==> config.mk <==
export PLATFORM = sky130hd
export DESIGN_NAME = cpu_wb_master_flat
export DESIGN_NICKNAME = d
export VERILOG_FILES = /design/src/rtl/cpu_wb_master_if.sv /design/src/rtl/cpu_wb_master.sv /design/src/flat_wrapper.sv
export SDC_FILE = /design/constraint.sdc
export NUM_CORES = 1
export LEC_CHECK = 0
export BUFFER_PORTS_ARGS = -buffer_cell sky130_fd_sc_hd__clkbuf_2
export CAP_MARGIN = 20
export CORE_MARGIN = 2
export CORE_UTILIZATION = 46
export CTS_BUF_LIST = sky130_fd_sc_hd__clkbuf_8
export DETAILED_ROUTE_END_ITERATION = 7
export GPL_TIMING_DRIVEN = 0
export PLACE_DENSITY = 0.82
export REMOVE_ABC_BUFFERS = 1
export SETUP_SLACK_MARGIN = 0.3
export SLEW_MARGIN = 20
export SYNTH_ARGS = -nofsm -noshare
export SYNTH_HDL_FRONTEND = slang
export SYNTH_SLANG_ARGS = --single-unit
==> constraint.sdc <==
create_clock -name clk -period 1.9 [get_ports clk]
set_input_delay 0.38 -clock clk [delete_from_list [all_inputs] [get_ports clk]]
set_output_delay 0.38 -clock clk [all_outputs]
set_load 0.01 [all_outputs]
==> src/rtl/cpu_wb_master_if.sv <==
// Bundles the CPU request/response handshake and the classic Wishbone master bus.
// The master modport is the bridge's view; the slave modport is the CPU and interconnect side.
interface cpu_wb_master_if #(
    parameter int AW = 32,
    parameter int DW = 32
);
    logic            cpu_stb_i;
    logic            cpu_we_i;
    logic [AW-1:0]   cpu_addr_i;
    logic [DW-1:0]   cpu_dat_i;
    logic [DW-1:0]   cpu_dat_o;
    logic            cpu_ready_o;
    logic            bus_err_o;

    logic            wb_cyc_o;
    logic            wb_stb_o;
    logic            wb_we_o;
    logic [AW-1:0]   wb_adr_o;
    logic [DW-1:0]   wb_dat_o;
    logic [DW/8-1:0] wb_sel_o;
    logic [DW-1:0]   wb_dat_i;
    logic            wb_ack_i;
    logic            wb_err_i;

    modport master (
        input  cpu_stb_i, cpu_we_i, cpu_addr_i, cpu_dat_i,
        input  wb_dat_i, wb_ack_i, wb_err_i,
        output cpu_dat_o, cpu_ready_o, bus_err_o,
        output wb_cyc_o, wb_stb_o, wb_we_o, wb_adr_o, wb_dat_o, wb_sel_o
    );

    modport slave (
        output cpu_stb_i, cpu_we_i, cpu_addr_i, cpu_dat_i,
        output wb_dat_i, wb_ack_i, wb_err_i,
        input  cpu_dat_o, cpu_ready_o, bus_err_o,
        input  wb_cyc_o, wb_stb_o, wb_we_o, wb_adr_o, wb_dat_o, wb_sel_o
    );
endinterface

==> src/rtl/cpu_wb_master.sv <==
// CPU-to-Wishbone bridge: one classic single cycle per core request, one-cycle ready pulse back.
// Define CPU_WB_TIMEOUT_EN to force an error completion after TIMEOUT_CYC unanswered bus cycles.
module cpu_wb_master #(
    parameter int AW          = 32,
    parameter int DW          = 32,
    parameter int TIMEOUT_CYC = 255
) (
    input  logic                 clk,
    input  logic                 reset,
    cpu_wb_master_if.master      bus,
    output logic [1:0]           state_o
);

    typedef enum logic [1:0] {
        IDLE = 2'd0,
        BUS  = 2'd1,
        DONE = 2'd2
    } state_t;

    state_t        state_q, state_n;
    logic          cyc_q, cyc_n;
    logic          we_q, we_n;
    logic [AW-1:0] adr_q, adr_n;
    logic [DW-1:0] wdat_q, wdat_n;
    logic [DW-1:0] rdat_q, rdat_n;
    logic          ready_q, ready_n;
    logic          err_q, err_n;
    logic          tmo;

`ifdef CPU_WB_TIMEOUT_EN
    localparam int CLOG = $clog2(TIMEOUT_CYC + 1);
    localparam int CW   = (CLOG < 8) ? 8 : CLOG;

    logic [CW-1:0] wait_q, wait_n;

    // Fires on the TIMEOUT_CYC-th BUS edge that would otherwise keep waiting.
    assign tmo = (wait_q == CW'(TIMEOUT_CYC - 1));
`else
    assign tmo = 1'b0;
`endif

    always_comb begin
        state_n = state_q;
        cyc_n   = cyc_q;
        we_n    = we_q;
        adr_n   = adr_q;
        wdat_n  = wdat_q;
        rdat_n  = rdat_q;
        ready_n = 1'b0;
        err_n   = err_q;
`ifdef CPU_WB_TIMEOUT_EN
        wait_n  = wait_q;
`endif
        case (state_q)
            IDLE: begin
`ifdef CPU_WB_TIMEOUT_EN
                wait_n = '0;
`endif
                if (bus.cpu_stb_i) begin
                    adr_n   = bus.cpu_addr_i;
                    wdat_n  = bus.cpu_dat_i;
                    we_n    = bus.cpu_we_i;
                    cyc_n   = 1'b1;
                    err_n   = 1'b0;
                    state_n = BUS;
                end
            end
            BUS: begin
`ifdef CPU_WB_TIMEOUT_EN
                wait_n = wait_q + 1'b1;
`endif
                // Error (or timeout without ack) wins over data capture.
                if (bus.wb_err_i || (tmo && !bus.wb_ack_i)) begin
                    err_n  = 1'b1;
                    rdat_n = '0;
                end else if (bus.wb_ack_i && !we_q) begin
                    rdat_n = bus.wb_dat_i;
                end
                if (bus.wb_ack_i || bus.wb_err_i || tmo) begin
                    cyc_n   = 1'b0;
                    ready_n = 1'b1;
                    state_n = DONE;
                end
            end
            DONE: begin
                state_n = IDLE;
            end
            default: begin
                cyc_n   = 1'b0;
                state_n = IDLE;
            end
        endcase
    end

    always_ff @(posedge clk or negedge reset) begin
        if (!reset) begin
            state_q <= IDLE;
            cyc_q   <= 1'b0;
            we_q    <= 1'b0;
            adr_q   <= '0;
            wdat_q  <= '0;
            rdat_q  <= '0;
            ready_q <= 1'b0;
            err_q   <= 1'b0;
        end else begin
            state_q <= state_n;
            cyc_q   <= cyc_n;
            we_q    <= we_n;
            adr_q   <= adr_n;
            wdat_q  <= wdat_n;
            rdat_q  <= rdat_n;
            ready_q <= ready_n;
            err_q   <= err_n;
        end
    end

`ifdef CPU_WB_TIMEOUT_EN
    always_ff @(posedge clk or negedge reset) begin
        if (!reset) begin
            wait_q <= '0;
        end else begin
            wait_q <= wait_n;
        end
    end
`endif

    // Strobe and selects track the cycle flag, so they can never toggle inside a cycle.
    assign bus.wb_cyc_o    = cyc_q;
    assign bus.wb_stb_o    = cyc_q;
    assign bus.wb_sel_o    = {(DW/8){cyc_q}};
    assign bus.wb_we_o     = we_q;
    assign bus.wb_adr_o    = adr_q;
    assign bus.wb_dat_o    = wdat_q;
    assign bus.cpu_dat_o   = rdat_q;
    assign bus.cpu_ready_o = ready_q;
    assign bus.bus_err_o   = err_q;
    assign state_o         = state_q;

endmodule

==> src/flat_wrapper.sv <==
// flat-port wrapper written by rule: the top's interface ports become plain ports
module cpu_wb_master_flat 
#(
    parameter int AW          = 32,
    parameter int DW          = 32,
    parameter int TIMEOUT_CYC = 255
)
  (clk, reset, state_o, bus_cpu_stb_i, bus_cpu_we_i, bus_cpu_addr_i, bus_cpu_dat_i, bus_wb_dat_i, bus_wb_ack_i, bus_wb_err_i, bus_cpu_dat_o, bus_cpu_ready_o, bus_bus_err_o, bus_wb_cyc_o, bus_wb_stb_o, bus_wb_we_o, bus_wb_adr_o, bus_wb_dat_o, bus_wb_sel_o);
  cpu_wb_master_if #(.AW(AW), .DW(DW)) bus_i ();
  input  logic clk;
  input  logic reset;
  output logic [1:0] state_o;
  input wire logic [$bits(bus_i.cpu_stb_i)-1:0] bus_cpu_stb_i;
  input wire logic [$bits(bus_i.cpu_we_i)-1:0] bus_cpu_we_i;
  input wire logic [$bits(bus_i.cpu_addr_i)-1:0] bus_cpu_addr_i;
  input wire logic [$bits(bus_i.cpu_dat_i)-1:0] bus_cpu_dat_i;
  input wire logic [$bits(bus_i.wb_dat_i)-1:0] bus_wb_dat_i;
  input wire logic [$bits(bus_i.wb_ack_i)-1:0] bus_wb_ack_i;
  input wire logic [$bits(bus_i.wb_err_i)-1:0] bus_wb_err_i;
  output wire logic [$bits(bus_i.cpu_dat_o)-1:0] bus_cpu_dat_o;
  output wire logic [$bits(bus_i.cpu_ready_o)-1:0] bus_cpu_ready_o;
  output wire logic [$bits(bus_i.bus_err_o)-1:0] bus_bus_err_o;
  output wire logic [$bits(bus_i.wb_cyc_o)-1:0] bus_wb_cyc_o;
  output wire logic [$bits(bus_i.wb_stb_o)-1:0] bus_wb_stb_o;
  output wire logic [$bits(bus_i.wb_we_o)-1:0] bus_wb_we_o;
  output wire logic [$bits(bus_i.wb_adr_o)-1:0] bus_wb_adr_o;
  output wire logic [$bits(bus_i.wb_dat_o)-1:0] bus_wb_dat_o;
  output wire logic [$bits(bus_i.wb_sel_o)-1:0] bus_wb_sel_o;
  assign bus_i.cpu_stb_i = bus_cpu_stb_i;
  assign bus_i.cpu_we_i = bus_cpu_we_i;
  assign bus_i.cpu_addr_i = bus_cpu_addr_i;
  assign bus_i.cpu_dat_i = bus_cpu_dat_i;
  assign bus_i.wb_dat_i = bus_wb_dat_i;
  assign bus_i.wb_ack_i = bus_wb_ack_i;
  assign bus_i.wb_err_i = bus_wb_err_i;
  assign bus_cpu_dat_o = bus_i.cpu_dat_o;
  assign bus_cpu_ready_o = bus_i.cpu_ready_o;
  assign bus_bus_err_o = bus_i.bus_err_o;
  assign bus_wb_cyc_o = bus_i.wb_cyc_o;
  assign bus_wb_stb_o = bus_i.wb_stb_o;
  assign bus_wb_we_o = bus_i.wb_we_o;
  assign bus_wb_adr_o = bus_i.wb_adr_o;
  assign bus_wb_dat_o = bus_i.wb_dat_o;
  assign bus_wb_sel_o = bus_i.wb_sel_o;
  cpu_wb_master #(.AW(AW), .DW(DW), .TIMEOUT_CYC(TIMEOUT_CYC)) u_core (.clk(clk), .reset(reset), .bus(bus_i), .state_o(state_o));
endmodule
==> run_results.csv <==
group,metric,value,unit
synthesis,number_of_instances_in_the_synthesized_netlist,235,
power_and_ir_drop,power-per-cell-area,1211,nW/um2
routing,postRouteWirelength,9035,um
placed_design,globalplace.congestion,0.7959,
run,drv.max_cap_violation_count,0,
synthesis,main_area_contributors_after_synthesis,"dfrtp_1 66%, mux2_1 15%, a22o_1 7.3%",
finish,num-nets-final,551,
run_status,outcome,"finished, final reports clean",
routing,num_vias,2740,
synthesis,synthDominantAreaCellType,"dfrtp_1",
cts,cts_root_buffer,"clkbuf_8",
timing,timing.final.hold_violations,0,
synthesis,synth_cell_area,3840,um2
timing,unrepaired_setup_endpoints_after_global_routing,"false",
global_route,groute.usage.overall,18.86,%
routing,wirelength_met1,3513,um
die,die_y,95.37,um
synthesis,flop_and_latch_count_out_of_synthesis,102,
worst_setup_path,setup.worst_path.end_class,"flip-flop",
hold_path,worst_min_delay_path_class,"primary input to flip-flop",
timing,max_slew.worst_pin.slew,0.4275,ns
die,design.portCount,209,
synthesis,yosys.cell_types.count,18,
worst_setup_path,critical_path.cell_chain,"nand2b_4, nor2_4, buf_12, clkbuf_16, mux2_1",
cts,clkLatencyLatePin,0.36,ns
timing,relSlewSlack,71.42,%
die,row_count,33,
finish,seqCellArea,2552,um2
routing,wl_met3,777,um
global_route,pin_count_of_the_biggest_net_entering_global_routing,65,
power_and_ir_drop,p_leak,0.002762,uW
finish,diodes,0,
global_route,grt_overflow_total,0,
timing,timing.hold.ws,0.2309,ns
worst_setup_path,category_of_the_critical_setup_timing_path,"flip-flop to flip-flop",
synthesis,synth.yosys.warnings,0,
cts,cts.sink_count,102,
finish,layout-drive-gt1-share,56.39,%
routing,routed.top_layer,"met4",
synthesis,synth.yosys.seq_area_share,66.47,%
cts,h-tree-depth,3,
placed_design,port_buffers,208,
die,floorplan.core_area,8134,um2
timing,timing.final.setup_violations,0,
cts,cts_tree,"built",
global_route,number_of_global_route_vias_before_repair,2654,
worst_setup_path,required,2.14,ns
global_route,grt_first_pass_wirelength,12780,um
timing,clock.fmax,660.2,MHz
finish,areaGrowthSynthToFinish,38.87,%
routing,detail_route.vias_per_cell,4.902,
die,die-width,95.37,um
cts,cts_buffers,9,
synthesis,synth.avg_cell_area,16.34,um2
timing,worst_clock_skew,0.01432,ns
synthesis,synth_top_area_share,66.47,%
worst_setup_path,worst_path_max_delay_cell,"dfrtp_1",
power_and_ir_drop,vdd_drop_max,531.6,uV
global_route,grt_antenna_before_repair,0,
die,fp.dieArea,9094,um2
placed_design,detailed_place_hpwl,6447,um
timing,timing.final.max_slew_violations,0,
timing,fin_crit_sh,79.72,%
cts,max-clock-path-buffers,2,
timing,final_sum_of_negative_setup_slack,0,ns
timing,post-route-min-period,1.515,ns
finish,post-route-util,65.56,%
worst_setup_path,worst_setup_path_start_kind,"flip-flop",
routing,detailedRoute.firstPassIterationCount,4,
worst_setup_path,worst_path_largest_cell_delay,0.43,ns
worst_setup_path,crit_path_max_fanout,15,
routing,post-route-drc-count,0,
finish,mostFrequentLayoutCells,"207 x clkbuf_2, 102 x dfrtp_1, 50 x mux2_1",
finish,leading_cell_type_in_the_layout_fill_and_taps_excluded,"clkbuf_2",
die,floorplan.initialDensity,47.21,%
routing,initialDrtViolationCount,50,
routing,met2_wl,4593,um
finish,multi_input_comb_area,1184,um2
finish,num-fill-cells,613,
worst_setup_path,critical_path_arrival,1.76,ns
routing,antenna_violating_nets_post_route,0,
routing,detail_route.wl_per_cell,16.16,um
cts,cts.reportedPaths.clkPinSlew,0.10,ns
kinds of logic (layout without fill, tap and decap cells):
family / count (synthesis) / count (layout) / synth area share, %
flops: 102 / 102 / 66.47
mux: 66 / 66 / 19.32
compound gates: 37 / 38 / 8.309
buf+inv: 19 / 236 / 4.138
simple gates: 11 / 12 / 1.760
layer usage:
layer	vias to the layer above	global-route usage [%]
met3	13	6.245
met2	141	32.86
met4	0	6.763
met5	-	0
met1	1315	21.64
li1	1271	-
area by class of cell:
class                   instances  share of cell area (%)
multi-input cells             116                   22.20
well taps                     105                   2.464
clock buffers                  10                   2.581
repair buffers                219                   23.56
inverters                       1                 0.07039
flip-flops and latches        102                   47.86
clock inverters                 6                   1.267
where the power goes:
group / internal, uW / switching, uW
sequential: 2760 / 327
clock: 655 / 732
combinational: 1000 / 979
total: 4420 / 2040
synthesized netlist by cell type:
| cell | n |
|---|---|
| a21oi_1 | 3 |
| a22o_1 | 32 |
| buf_2 | 4 |
| buf_4 | 6 |
| buf_6 | 8 |
| dfrtp_1 | 102 |
| inv_1 | 1 |
| mux2_1 | 50 |
| mux2_2 | 15 |
| mux2i_1 | 1 |
| nand2b_1 | 1 |
| nand2b_2 | 1 |
| nand3_1 | 1 |
| nor2_1 | 6 |
| nor2b_1 | 1 |
| nor3b_4 | 1 |
| o21ai_0 | 1 |
| o21bai_4 | 1 |
timing repair:
item	4_1_cts	5_1_grt
hold buffers	1	0
gates cloned	1	3
setup endpoints to repair	90	70
pin swaps	1	1
buffers inserted	4	1
gates resized for setup	1	4
endpoints found under the hold margin	38	0
worst max-delay path, delay by kind of cell (launching register included):
| family | cells | cell delay (ns) |
|---|---|---|
| buffers and inverters | 2 | 0.33 |
| multiplexers | 1 | 0.33 |
| AND/OR/NAND/NOR | 2 | 0.31 |
| flip-flops | 1 | 0.43 |
flip-flops by register name, indices dropped and copies added, names as in the netlist:
name	cells
u_core.bus.wb_dat_o	32
u_core.bus.wb_we_o	1
u_core.bus.wb_cyc_o	1
u_core.bus.wb_adr_o	32
u_core.bus.cpu_dat_o	32
u_core.bus.bus_err_o	1
u_core.state_o	2
u_core.bus.cpu_ready_o	1
path summary, 6_finish.rpt:
| path | start | to | slack (ns) | cells after the start |
|---|---|---|---|---|
| setup / recovery | u_core.state_o[1] | u_core.bus.wb_adr_o[23] | 0.39 | 5 |
| hold / removal | bus_cpu_dat_i[15] | u_core.bus.wb_dat_o[15] | 0.23 | 2 |
| setup reg to reg | u_core.state_o[1] | u_core.bus.wb_adr_o[23] | 0.39 | 5 |
| hold reg to reg | u_core.bus.wb_adr_o[29] | u_core.bus.wb_adr_o[29] | 0.49 | 1 |
| max in group asynchronous | reset | u_core.bus.wb_adr_o[6] | 0.81 | 3 |
| min in group asynchronous | reset | u_core.bus.cpu_dat_o[12] | 0.49 | 2 |
through the flow:
step / total power [uW] / worst slack (ns) / instance area, um2 / instances
2_1_floorplan: 4029 / -2.097 / 3685 / 217
3_3_place_gp: 4921 / -2.952 / 4857 / 530
3_5_place_dp: 5039 / -0.2450 / 4941 / 533
4_1_cts: 6458 / 0.3345 / 5230 / 555
5_1_grt: 6838 / 0.3388 / 5333 / 559
6_report: 6457 / 0.3854 / 5333 / 559
Power figures use the tool's default switching activity.
